[src/rtl/tohost_monitor.sv]
`timescale 1ns/1ps
// Snoops stores to the tohost word and turns them, a retire watchdog or a cycle budget into a sticky verdict.
// Optional console putchar decode is enabled by defining TOHOST_CONSOLE_EN.
module tohost_monitor #(
  parameter int                ADDR_W       = 32,
  parameter logic [ADDR_W-1:0] TOHOST_ADDR  = 32'h8000_1000,
  parameter int                HANG_LIMIT   = 10000,
  parameter int                DRAIN_CYCLES = 4,
  parameter int                CYC_W        = 64
) (
  input  logic              clock,
  input  logic              reset,
  input  logic              wr_valid,
  output logic              wr_ready,
  input  logic [ADDR_W-1:0] wr_addr,
  input  logic [63:0]       wr_data,
  input  logic [7:0]        wr_strb,
  input  logic              retire_valid,
  input  logic [CYC_W-1:0]  max_cycles,
  output logic              finish,
  output logic              failure,
  output logic [2:0]        reason,
  output logic [62:0]       exit_code,
  output logic [CYC_W-1:0]  cycle_count
`ifdef TOHOST_CONSOLE_EN
  ,
  output logic              console_valid,
  output logic [7:0]        console_char
`endif
);

  localparam logic [1:0] ST_RUN   = 2'd0;
  localparam logic [1:0] ST_DRAIN = 2'd1;
  localparam logic [1:0] ST_DONE  = 2'd2;

  localparam logic [2:0] R_NONE      = 3'd0;
  localparam logic [2:0] R_PASS      = 3'd1;
  localparam logic [2:0] R_EXIT_FAIL = 3'd2;
  localparam logic [2:0] R_HANG      = 3'd3;
  localparam logic [2:0] R_TIMEOUT   = 3'd4;

  localparam int              DW         = (DRAIN_CYCLES < 2) ? 1 : $clog2(DRAIN_CYCLES + 1);
  localparam logic [DW-1:0]   DRAIN_LOAD = DW'(DRAIN_CYCLES);
  localparam logic [1:0]      ST_EVENT   = (DRAIN_CYCLES == 0) ? ST_DONE : ST_DRAIN;
  localparam logic [CYC_W-1:0] HANG_TGT  = CYC_W'((HANG_LIMIT > 0) ? HANG_LIMIT - 1 : 0);

  function automatic logic [63:0] mask_bytes(input logic [63:0] d, input logic [7:0] s);
    logic [63:0] m;
    for (int i = 0; i < 8; i++) m[8*i +: 8] = s[i] ? d[8*i +: 8] : 8'h00;
    return m;
  endfunction

  function automatic logic [CYC_W-1:0] sat_inc(input logic [CYC_W-1:0] v);
    return (&v) ? v : v + 1'b1;
  endfunction

  logic [1:0]       state;
  logic [DW-1:0]    drain_cnt;
  logic [CYC_W-1:0] hang_cnt;
  logic [63:0]      eff_data;
  logic             addr_hit;
  logic             putchar;
  logic             tohost_exit;
  logic             hang_hit;
  logic             timeout_hit;
  logic [2:0]       exit_reason;

  // An all-zero effective store is the host clearing tohost, not a verdict.
  assign eff_data    = mask_bytes(wr_data, wr_strb);
  assign addr_hit    = wr_valid && (wr_addr == TOHOST_ADDR) && wr_strb[0] && (eff_data != 64'd0);
`ifdef TOHOST_CONSOLE_EN
  assign putchar     = (eff_data[63:56] == 8'h01) && (eff_data[55:48] == 8'h01);
`else
  assign putchar     = 1'b0;
`endif
  assign tohost_exit = addr_hit && !putchar;
  assign hang_hit    = (HANG_LIMIT != 0) && (hang_cnt == HANG_TGT) && !retire_valid;
  assign timeout_hit = (max_cycles != '0) && (cycle_count >= max_cycles);
  assign exit_reason = (eff_data == 64'd1) ? R_PASS : R_EXIT_FAIL;

  assign wr_ready = 1'b1;
  assign finish   = (state == ST_DONE) && (reason == R_PASS);
  assign failure  = (state == ST_DONE) && (reason != R_PASS);

  always_ff @(posedge clock) begin
    if (reset) begin
      state       <= ST_RUN;
      reason      <= R_NONE;
      exit_code   <= '0;
      cycle_count <= '0;
      hang_cnt    <= '0;
      drain_cnt   <= '0;
    end else begin
      case (state)
        ST_RUN: begin
          cycle_count <= cycle_count + 1'b1;
          hang_cnt    <= retire_valid ? '0 : sat_inc(hang_cnt);
          if (tohost_exit) begin
            reason    <= exit_reason;
            exit_code <= eff_data[63:1];
            drain_cnt <= DRAIN_LOAD;
            state     <= ST_EVENT;
          end else if (hang_hit) begin
            reason    <= R_HANG;
            drain_cnt <= DRAIN_LOAD;
            state     <= ST_EVENT;
          end else if (timeout_hit) begin
            reason    <= R_TIMEOUT;
            drain_cnt <= DRAIN_LOAD;
            state     <= ST_EVENT;
          end
        end
        ST_DRAIN: begin
          // Leaving on the last count makes the verdict visible exactly DRAIN_CYCLES+1 cycles after the event.
          cycle_count <= cycle_count + 1'b1;
          if (drain_cnt <= DW'(1)) state <= ST_DONE;
          if (drain_cnt != '0) drain_cnt <= drain_cnt - 1'b1;
        end
        ST_DONE: ;
        default: state <= ST_RUN;
      endcase
    end
  end

`ifdef TOHOST_CONSOLE_EN
  always_ff @(posedge clock) begin
    if (reset) console_valid <= 1'b0;
    else       console_valid <= (state == ST_RUN) && addr_hit && putchar;
  end

  always_ff @(posedge clock) begin
    if ((state == ST_RUN) && addr_hit && putchar) console_char <= eff_data[7:0];
  end
`endif

endmodule

[config.mk]
export PLATFORM = sky130hd
export DESIGN_NAME = tohost_monitor
export DESIGN_NICKNAME = d
export VERILOG_FILES = /design/src/rtl/tohost_monitor.sv
export SDC_FILE = /design/constraint.sdc
export NUM_CORES = 1
export LEC_CHECK = 0
export CAP_MARGIN = 5
export CORE_ASPECT_RATIO = 1.1
export CORE_MARGIN = 5
export CORE_UTILIZATION = 30
export CTS_BUF_LIST = sky130_fd_sc_hd__clkbuf_4 sky130_fd_sc_hd__clkbuf_8 sky130_fd_sc_hd__clkbuf_16
export DETAILED_ROUTE_END_ITERATION = 10
export GPL_ROUTABILITY_DRIVEN = 0
export PLACE_DENSITY = 0.55
export SYNTH_ARGS = -nofsm -noshare
export SYNTH_HDL_FRONTEND = slang
export SYNTH_SLANG_ARGS = --single-unit
[constraint.sdc]
create_clock -name clock -period 2.6 [get_ports clock]
set_input_delay 0.52 -clock clock [delete_from_list [all_inputs] [get_ports clock]]
set_output_delay 0.52 -clock clock [all_outputs]
set_load 0.01 [all_outputs]
==> results of run 1 <==
-- state kept, by name, summed over array words and instances, names as in the netlist --
name and flops:
state 2, drain_cnt 3, hang_cnt 64, reason 3
cycle_count 64, exit_code 63
-- power by group --
part / switching, mW / internal [mW] / total, mW
Sequential: 0.00589 / 3.05 / 3.06
Combinational: 0.293 / 0.363 / 0.656
Clock: 1.33 / 1.46 / 2.79
Total: 1.62 / 4.87 / 6.50
-- layer usage --
metal | global-route usage (%) | part of all wire, % | up-vias
met2 | 35.0 | 50 | 315
met3 | 4.53 | 5.8 | 46
met4 | 5.35 | 2.2 | 0
li1 | - | - | 5816
met1 | 23.6 | 42 | 5484
met5 | 0 | 0 | -
-- cell usage in the layout (no fill, tap or decap), types with 7 or more instances in the layout --
master             n
a21oi_1           96
a21oi_2           22
and2_1             7
and3_1            18
and4_1            12
buf_12            10
buf_2              7
buf_4            219
buf_6              9
clkbuf_16         17
clkbuf_2           7
clkdlybuf4s15_1    9
clkdlybuf4s50_1  210
dfxtp_1          187
dfxtp_2           12
dlygate4sd2_1     44
dlymetal6s2s_1    23
ha_1              51
ha_4              18
inv_1             71
inv_2             15
nand2_1          133
nand2b_1           7
nand3_1          110
nand4_1           56
nor2_1           139
nor2b_1            9
nor3_1            23
nor4_1            50
o21ai_0           34
or3_1             29
or4_4              7
xnor2_1           42
xor2_1            59
-- metrics by stage --
| stage | cells | hold WS (ns) |
|---|---|---|
| 3_5_place_dp | 2310 | 0.443 |
| 3_3_place_gp | 2310 | 0.437 |
| 2_1_floorplan | 1362 | 0.465 |
| 5_1_grt | 2360 | 0.326 |
| 4_1_cts | 2358 | 0.321 |
| 6_report | 2360 | 0.343 |
-- area by class of cell --
class	count	area, µm²
inverter	86	323
tap	481	602
timing repair buffer	542	4980
sequential	199	4000
multi-input combinational	1020	6920
clock buffer	17	425
clock inverter	15	180
fill	3417	17800
-- kinds of logic (layout without fill, tap and decap cells) --
family / Yosys count / count (layout) / share of synthesized area [%]
simple gates: 650 / 650 / 31.0
flops: 199 / 199 / 37.2
other cells: 1 / 1 / 0.0350
mux: 3 / 3 / 0.292
compound gates: 196 / 196 / 10.1
xor+xnor: 101 / 101 / 8.26
buf+inv: 143 / 660 / 5.08
fa+ha+maj: 69 / 69 / 8.06
-- critical path: cells and delay by family --
family                   cells  cell delay [ns]
AND/OR/NAND/NOR              4             0.52
AO/OA/AOI/OAI                3             0.63
multiplexers                 1             0.29
buffers and inverters        3             0.65
adder cells (fa/ha/maj)      1             0.28
-- worst max path at each step --
stage                                      from                           end  cells after the start
finish                           max_cycles[34]     drain_cnt[1]$_SDFFE_PP0P_                     12
global route        cycle_count[6]$_SDFFE_PP0P_  cycle_count[41]$_SDFFE_PP0P_                     11
CTS                              max_cycles[34]        reason[0]$_SDFFE_PP0P_                     12
detailed placement               max_cycles[27]        reason[0]$_SDFFE_PP0P_                     13
global placement                    wr_data[53]     drain_cnt[2]$_SDFFE_PP0P_                     11
floorplan           cycle_count[4]$_SDFFE_PP0P_  cycle_count[36]$_SDFFE_PP0P_                      8
-- what timing repair did --
item,4_1_cts,5_1_grt
gates resized for setup,181,122
cloned,4,0
pin swaps,60,50
buffers inserted,14,4
setup endpoints to repair,87,117
==> metrics.md, run 1 <==
| Metric | Value |
|---|---|
| Max Slew Vio Count | 0 |
| Largest stage delay, worst path | between 0.4 and 0.5 ns |
| Worst-skew pair later-pin latency | 0.45 ns |
| H-tree Lvls | 4 |
| Period utilization | 98.0% |
| Post-synthesis average cell area | 7.86 µm² |
| Status | finished clean |
| Hold path cells | 3 |
| Finished Cell Area | between 15,000 and 20,000 µm² |
| Post-synthesis sequential area ratio | a little under two fifths |
| Worst slew margin | about 59% |
| Placed instance area | 15,900 µm² |
| Hold Path Class | input pin to register |
| First-pass GRT wire length | 63.2 mm |
| Die H | 208 µm |
| Avg Vias per Cell | approximately 5 |
| Hold path startpoint | wr_data[45] |
| EDFF count, synth | 0 |
| Worst-path maximum fanout | 3 |
| Synth area leader | dfxtp_1 |
| Register-to-Register Setup Slack | 0.06 ns |
| Tot Pwr | 6.50 mW |
| Synthesized net count | 1,603 |
| Area contributors post-synth | dfxtp_1 37%, ha_1 8.1%, a21oi_1 5.6%, nand3_1 5.5%, nor2_1 4.9% |
| Tmin final | 2.55 ns |
| Synth Instances | 1,362 |
| First-iteration detailed-routing DRC count | 529 |
| GRT Total Usage | about a fifth |
| Nets | 2,107 |
| CTS Sinks | 199 |
| Cell variety after synth | 52 |
| Antenna cells | 0 |
| DRC viols | 0 |
| Crit path launch type | input pin |
| Critical path class | input pin to register |
| Initial antenna violation count | 0 |
| DP Wirelength | 31.1 mm |
| Worst Hold Endpoint | exit_code[44]$_SDFFE_PP0P_ |
| CTS buffer count | 17 |
| Flops & latches, synth | 199 |
| Setup ws final | 0.0527 ns |
| Num rows | between 70 and 80 |
| # setup viols final | 0 |
| Worst clock skew | 0.0129 ns |
| # IOs | 305 |
| Root buffer cell | clkbuf_16 |
| Most common cell in the synthesized netlist | dfxtp_1 |
| Vias | 11,700 |
| Worst-path clk slew | 0.08 ns |
| Unrepaired setup endpoints after global routing | true |
| Asr flop ratio synth | 0% |
| Fin util | about 49% |
| CP arrival | 2.90 ns |
| Area grow syn2layout | 62.7% |
| Max frequency | 393 MHz |
| Drt pass-1 iters | 4 |
| Worst r2r dst | drain_cnt[1]$_SDFFE_PP0P_ |
| Post-synth top cells | 199 x dfxtp_1, 141 x nor2_1, 137 x nand2_1, 119 x a21oi_1, 118 x nand3_1 |
| Fraction of layout instances using a drive strength above 1 | 22.6% |
| Slowest cell on crit path | clkdlybuf4s50_1 |
| Max cap viols | 0 |
| Vias in the first global route | roughly 12,000 |
| VDD IR max | 0.481 mV |
| Pleak | a little under 7 nW |
| Mapped Area | between 10,000 and 15,000 µm² |
| PD cells | ~370 nW/µm² |
| Die X | 190 µm |
| DIE AREA | roughly 40,000 µm² |
| ANT nets after route | 0 |
| Reg2reg start | cycle_count[57]$_SDFFE_PP0P_ |
| Largest net degree at the start of global routing | 68 |
| Starting Density | a little under a third |
| Synth top area share | 37.2% |
| Slew of the pin with the lowest slew margin | 0.616 ns |
| Hold buffer count at cts | 0 |
| Most used DFF post-synth | dfxtp_1 |
| Crit path required time | 2.95 ns |
| CP Capture Type | register |
| Cells on worst reg2reg path | 11 |
| Final hold vios | 0 |
| Setup_tns | 0 ns |
| GR Overflow Total | 0 |
| Clock Tree Buf Depth | 2 |
| Pre-CTS setup slack | -1.05 ns |
| PortBufs | 303 |
| Yosys warns | 0 |
| Final WL | ~40 mm |
| WL/cell | ~17 µm |
| TritonCTS clock tree | built |
| Core Area | 35,200 µm² |
| CP Cell Sequence | clkdlybuf4s50_1, inv_1, ha_1, nand2_2, buf_4, nor2_1, nand3_4, a21oi_4, a2111oi_4, a211o_1, nand2_1, mux2_4 |
(Power assumes the default switching activity.)
==> inputs of run 2 (changes only) <==
--- a/config.mk
+++ b/config.mk
@@ -12,7 +12,7 @@
 export CTS_BUF_LIST = sky130_fd_sc_hd__clkbuf_4 sky130_fd_sc_hd__clkbuf_8 sky130_fd_sc_hd__clkbuf_16
 export DETAILED_ROUTE_END_ITERATION = 10
 export GPL_ROUTABILITY_DRIVEN = 0
-export PLACE_DENSITY = 0.55
+export PLACE_DENSITY = 0.53
 export SYNTH_ARGS = -nofsm -noshare
 export SYNTH_HDL_FRONTEND = slang
 export SYNTH_SLANG_ARGS = --single-unit
==> constraint.sdc (replaced) <==
create_clock -name clock -period 2.5 [get_ports clock]
set_input_delay 0.5 -clock clock [delete_from_list [all_inputs] [get_ports clock]]
set_output_delay 0.5 -clock clock [all_outputs]
set_load 0.01 [all_outputs]
==> metrics.md, run 2 (synthesis results as in run 1) <==
| Metric | Value |
|---|---|
| Status | finished clean |
| CP startpoint | wr_data[52] |
| Crit path required time | 2.87 ns (-0.08 ns) |
| ANT nets after route | 0 (unchanged) |
| # IOs | 305 (unchanged) |
| Cells on worst reg2reg path | 10 (-1) |
| CP arrival | 2.85 ns (-0.05 ns) |
| Starting Density | 30.4% (unchanged) |
| Clock Tree Buf Depth | 2 (unchanged) |
| Nets | 2,146 (+1.9%) |
| Die X | 190 µm (unchanged) |
| Worst-path clk slew | 0.08 ns (about the same) |
| Internal Power | 4.89 mW (+0.27%) |
| Hold Path Class | input pin to register |
| Worst slew margin | 60.8% (+1.9 points) |
| Register-to-Register Setup Slack | 0.05 ns (about the same) |
| First-pass GRT wire length | 64.8 mm (+2.5%) |
| Pleak | 7.17 nW (+3.6%) |
| Combinational fraction of design power | 10.4% (+0.3 points) |
| Avg Vias per Cell | 4.93 (-0.28%) |
| TritonCTS clock tree | built |
| Most common cell after layout, fill and taps aside | buf_4 |
| CTS Sinks | 199 (unchanged) |
| PortBufs | 303 (unchanged) |
| Num rows | 72 (unchanged) |
| Seq pwr share | 48.1% (+1.1 points) |
| DRC viols | 0 (unchanged) |
| Vias | 11,800 (+1.4%) |
| CTS buffer count | 17 (unchanged) |
| Fin util | 51.2% (+1.7 points) |
| Max Slew Vio Count | 0 (unchanged) |
| H-tree Lvls | 4 (unchanged) |
| Critical path class | input pin to register |
| Vias in the first global route | 12,000 (+1.3%) |
| Worst-skew pair later-pin latency | 0.44 ns (about the same) |
| Unrepaired setup endpoints after global routing | true |
| CP Capture Type | register |
| Most frequent cells in the layout | 254 x buf_4, 200 x clkdlybuf4s50_1, 171 x dfxtp_1, 136 x nor2_1 |
| Drt pass-1 iters | 5 (+1) |
| CP Capture Point | exit_code[24]$_SDFFE_PP0P_ |
| Root buffer cell | clkbuf_16 |
| Area grow syn2layout | 68.3% |
| Clk pwr share | 41.5% (-1.4 points) |
| Period utilization | 99.4% |
| VDD IR max | 0.420 mV (-13%) |
| Filler Cell Count | 3,376 (-1.2%) |
| Final WL | 41.4 mm (+3.4%) |
| Crit path launch type | input pin |
| DIE AREA | 39,600 µm² (unchanged) |
| Initial antenna violation count | 1 (+1) |
| PD cells | 366 nW/µm² (-1.8%) |
| # setup viols final | 0 (unchanged) |
| Slew of the pin with the lowest slew margin | 0.583 ns (-0.0334 ns) |
| Final hold vios | 0 (unchanged) |
| Core Area | 35,200 µm² (unchanged) |
| First-iteration detailed-routing DRC count | 574 (+8.5%) |
| Fraction of layout instances using a drive strength above 1 | 26.8% (+4.2 points) |
| Setup_tns | 0 ns (unchanged) |
| Die H | 208 µm (unchanged) |
| WL/cell | 17.2 µm (+1.6%) |
| Max cap viols | 0 (unchanged) |
| Worst clock skew | 0.0133 ns (+0.000441 ns) |
| Max frequency | roughly 400 MHz |
| Hold buffer count at cts | 0 (unchanged) |
| Worst r2r dst | drain_cnt[1]$_SDFFE_PP0P_ |
| Tmin final | 2.48 ns |
| GR Overflow Total | 0 (unchanged) |
| Largest net degree at the start of global routing | 82 (+21%) |
| Reg2reg start | cycle_count[53]$_SDFFE_PP0P_ |
| GRT Total Usage | 20.1% (+0.46 points) |
| Switch Pwr | 1.71 mW (+5.4%) |
| Worst-path maximum fanout | 7 (+4) |
| Switching part of the total | 26.0% (+0.95 points) |
| DP Wirelength | 31.7 mm (+2.1%) |
| Leading registers by flop count | cycle_count x64, hang_cnt x64, exit_code x63 |
| Tot Pwr | 6.60 mW (+1.6%) |
==> run 2: cell types whose count changed in the layout (fill, tap and decap cells not counted), sizes merged, moves of 2 or more <==
cell	change
diode	+2
buf	+36
clkdlybuf4s50	-10
bufinv	-2
dlymetal6s2s	+5
dlygate4sd2	+8
==> run 2: critical path: stages <==
cell and delay [ns]:
buf_6 0.09, or4_4 0.54, o41ai_4 0.27, buf_4 0.18, nand3_4 0.09, nor4b_4 0.29
buf_4 0.16, or4_4 0.14, buf_12 0.11, buf_8 0.13, buf_12 0.15, nand2_4 0.05
a21oi_2 0.13
==> run 2: metrics by stage <==
| step | setup slack, ns | area [µm²] | instances | hold slack, ns |
|---|---|---|---|---|
| floorplan | 0.000877 | 10800 | 1362 | 0.465 |
| global placement | -0.937 | 16100 | 2338 | 0.438 |
| detailed placement | -0.945 | 16100 | 2338 | 0.444 |
| CTS | -0.0611 | 17600 | 2393 | 0.316 |
| global route | -0.0487 | 18000 | 2400 | 0.315 |
| finish | 0.0150 | 18000 | 2401 | 0.323 |
==> run 2: metal layers <==
metal,vias to the layer above,track usage [%],part of all wire [%]
met5,-,0,0
met4,0,6.24,2.6
met3,53,3.92,5.5
met2,328,35.0,49
met1,5548,25.0,43
li1,5901,-,-
==> run 2: timing repair <==
| action | in CTS | in global routing |
|---|---|---|
| hold endpoints to repair | 0 | 0 |
| pin swaps | 80 | 64 |
| gates resized for setup | 248 | 121 |
| endpoints found under the setup margin | 86 | 122 |
| gates cloned | 5 | 2 |
| buffers inserted | 19 | 6 |
==> run 2: power by group through the flow <==
stage               Sequential [mW]  Clock [mW]  Combinational (mW)
global placement               3.25           0               0.661
global route                   3.17        2.97               0.746
floorplan                      3.25           0               0.170
finish                         3.17        2.74               0.689
detailed placement             3.25           0               0.667
CTS                            3.17        2.85               0.682
==> run 2: final cells by class <==
class | count | area [µm²] | share of cell area [%]
multi-input combinational | 1020 | 7140 | 39.6
timing repair buffer | 581 | 5350 | 29.7
sequential | 199 | 4030 | 22.4
tap | 481 | 602 | 3.34
clock buffer | 18 | 433 | 2.40
inverter | 86 | 323 | 1.79
clock inverter | 14 | 134 | 0.743
antenna | 2 | 5.00 | 0.0278
==> run 2: how the worst min path moves through the flow <==
stage	cells past startpoint	startpoint	end
after global placement	2	exit_code[61]$_SDFFE_PP0P_	exit_code[61]$_SDFFE_PP0P_
after global routing	3	wr_data[16]	exit_code[15]$_SDFFE_PP0P_
after CTS	3	wr_data[52]	exit_code[51]$_SDFFE_PP0P_
after detailed placement	2	exit_code[27]$_SDFFE_PP0P_	exit_code[27]$_SDFFE_PP0P_
final	3	wr_data[16]	exit_code[15]$_SDFFE_PP0P_
after floorplan	2	drain_cnt[0]$_SDFFE_PP0P_	drain_cnt[0]$_SDFFE_PP0P_
==> inputs of run 3 (changes only) <==
--- a/config.mk
+++ b/config.mk
@@ -7,12 +7,11 @@
 export LEC_CHECK = 0
 export CAP_MARGIN = 5
 export CORE_ASPECT_RATIO = 1.1
-export CORE_MARGIN = 5
-export CORE_UTILIZATION = 30
+export CORE_UTILIZATION = 49
 export CTS_BUF_LIST = sky130_fd_sc_hd__clkbuf_4 sky130_fd_sc_hd__clkbuf_8 sky130_fd_sc_hd__clkbuf_16
 export DETAILED_ROUTE_END_ITERATION = 10
 export GPL_ROUTABILITY_DRIVEN = 0
-export PLACE_DENSITY = 0.53
+export PLACE_DENSITY = 0.8
 export SYNTH_ARGS = -nofsm -noshare
 export SYNTH_HDL_FRONTEND = slang
 export SYNTH_SLANG_ARGS = --single-unit
==> metrics.md, run 3 (synthesis results as in run 1) <==
| Metric | Value |
|---|---|
| Most frequent cells in the layout | 217 x buf_4, 216 x clkdlybuf4s50_1, 178 x dfxtp_1, 136 x nor2_1, 127 x nand2_1 |
| Status | complete, but fails checks |
| Fin cells | 2,167 (-9.7%) |
| Worst-path maximum fanout | 8 (+1) |
| Worst r2r dst | reason[2]$_SDFFE_PP0P_ |
| CP arrival | 3.06 ns (+0.21 ns) |
| # IOs | 305 (unchanged) |
| TritonCTS clock tree | built |
| Critical path class | input pin to register |
| Hold buffer count at cts | 0 (unchanged) |
| Clock Tree Buf Depth | 2 (unchanged) |
| WL/cell | 21.4 µm (+24%) |
| Register area | 4020 µm² (-0.22%) |
| Hold path startpoint | wr_data[45] |
| Initial antenna violation count | 1 (unchanged) |
| Cells on worst reg2reg path | 12 (+2) |
| Hold Path Class | input pin to register |
| CP Capture Type | register |
| First-iteration detailed-routing DRC count | 1,333 (+130%) |
| Fraction of layout instances using a drive strength above 1 | 24.0% (-2.8 points) |
| Crit path required time | 2.87 ns (about the same) |
| Filler Cell Count | 1,238 (-63%) |
| Largest net degree at the start of global routing | 64 (-22%) |
| Final WL | 46.4 mm (+12%) |
| Worst-path clk slew | 0.08 ns (about the same) |
| Vias | 13,100 (+10%) |
| CTS buffer count | 17 (unchanged) |
| Core Area | 21,400 µm² (-39%) |
| Failing checks | setup timing |
| Multi-input logic area | 7050 µm² (-1.4%) |
| Max frequency | 372 MHz (-7.6%) |
| Fin util | 81.3% (+30 points) |
| Final hold vios | 0 (unchanged) |
| Avg Vias per Cell | 6.03 (+22%) |
| Hold path cells | 3 (unchanged) |
| Drt pass-1 iters | 8 (+3) |
| Area grow syn2layout | 62.2% |
| CTS Sinks | 199 (unchanged) |
| PD cells | 385 nW/µm² (+5.3%) |
| DIE AREA | 22,400 µm² (-43%) |
| Die H | 157 µm (-25%) |
| Most common cell after layout, fill and taps aside | buf_4 |
| ANT nets after route | 0 (unchanged) |
| Tmin final | 2.69 ns (+0.205 ns) |
| Worst Hold Endpoint | exit_code[44]$_SDFFE_PP0P_ |
| Reg2reg start | cycle_count[31]$_SDFFE_PP0P_ |
| Max Slew Vio Count | 0 (unchanged) |
| Leading registers by flop count | cycle_count x64, hang_cnt x64, exit_code x63 |
| GRT Total Usage | 35.5% (+15 points) |
| Worst-skew pair later-pin latency | 0.46 ns (+0.02 ns) |
| Slew of the pin with the lowest slew margin | 0.508 ns (-0.0749 ns) |
| # setup viols final | 29 (+29) |
| Register-to-Register Setup Slack | -0.12 ns (-0.17 ns) |
| Vias in the first global route | 12,100 (+1.2%) |
| Unrepaired setup endpoints after global routing | true |
| PortBufs | 303 (unchanged) |
| Period utilization | 108% (+8.2 points) |
| Nets | 2,104 (-2.0%) |
| GR Overflow Total | 0 (unchanged) |
| Starting Density | 50.1% (+20 points) |
| Pleak | 6.98 nW (-2.7%) |
| Max cap viols | 0 (unchanged) |
| Worst clock skew | 0.0188 ns (+0.00552 ns) |
| VDD IR max | 0.518 mV (+24%) |
| DP Wirelength | 28.7 mm (-9.6%) |
| Root buffer cell | clkbuf_16 |
| Die X | 143 µm (-25%) |
| Worst slew margin | 65.8% (+5.0 points) |
| Num rows | 56 (-22%) |
| Crit path launch type | input pin |
| Placed insts | 2,109 (-9.8%) |
| DRC viols | 0 (unchanged) |
| First-pass GRT wire length | 62.2 mm (-3.9%) |
| H-tree Lvls | 4 (unchanged) |
| Setup ws final | -0.190 ns (-0.205 ns) |
| Pre-CTS setup slack | -0.863 ns (+0.0818 ns) |
[run 3: layout make-up]
type | count | area share (%)
multi-input combinational | 1020 | 40.6
timing repair buffer | 539 | 29.0
sequential | 199 | 23.2
clock buffer | 17 | 2.45
tap | 290 | 2.09
inverter | 86 | 1.86
clock inverter | 15 | 0.872
antenna | 1 | 0.0144
[run 3: critical path, stage by stage]
cell and delay [ns]:
dlygate4sd2_1 0.27, o41ai_2 0.41, nand2_1 0.15, or3_4 0.41, nor4b_4 0.31, buf_4 0.18
or4_4 0.19, buf_4 0.16, buf_16 0.13, nand2_1 0.14, a21oi_2 0.22
[run 3: timing repair]
action                                  in CTS  in global routing
endpoints found under the setup margin      99                108
resized for setup                          176                133
setup buffers                                4                 16
hold endpoints to repair                     0                  0
pin swaps                                   62                 47
cloned                                       5                  3
[run 3: per-layer routing]
layer  vias up  global-route usage (%)  routed length [µm]
met2       921                    61.8               22200
met1      6067                    40.5               16500
met5         -                       0                   0
met3       254                    6.75                4650
li1       5819                       -                   -
met4         0                    20.6                3110
[run 3: power breakdown]
group / internal (mW) / switching, mW / leakage, nW
sequential: 3.17 / 0.00749 / 1.62
combinational: 0.382 / 0.349 / 5.08
clock: 1.34 / 1.45 / 0.285
[run 3: worst max-delay path by stage]
stage | startpoint | end | cells after the start
6_report | wr_data[39] | exit_code[35]$_SDFFE_PP0P_ | 11
5_1_grt | max_cycles[29] | reason[2]$_SDFFE_PP0P_ | 14
4_1_cts | wr_data[20] | exit_code[16]$_SDFFE_PP0P_ | 10
3_5_place_dp | max_cycles[27] | reason[1]$_SDFFE_PP0P_ | 12
3_3_place_gp | wr_data[44] | drain_cnt[2]$_SDFFE_PP0P_ | 11
2_1_floorplan | cycle_count[18]$_SDFFE_PP0P_ | cycle_count[36]$_SDFFE_PP0P_ | 8
[run 3: per-stage QoR]
stage	total power, mW	hold WS, ns	instance area (µm²)	TNS, ns
2_1_floorplan	3.42	0.465	10800	0
3_3_place_gp	3.88	0.437	15600	-51.80
3_5_place_dp	3.89	0.443	15600	-55.42
4_1_cts	6.62	0.314	16800	-3.27
5_1_grt	6.86	0.339	17400	-3.09
6_report	6.70	0.328	17400	-1.57
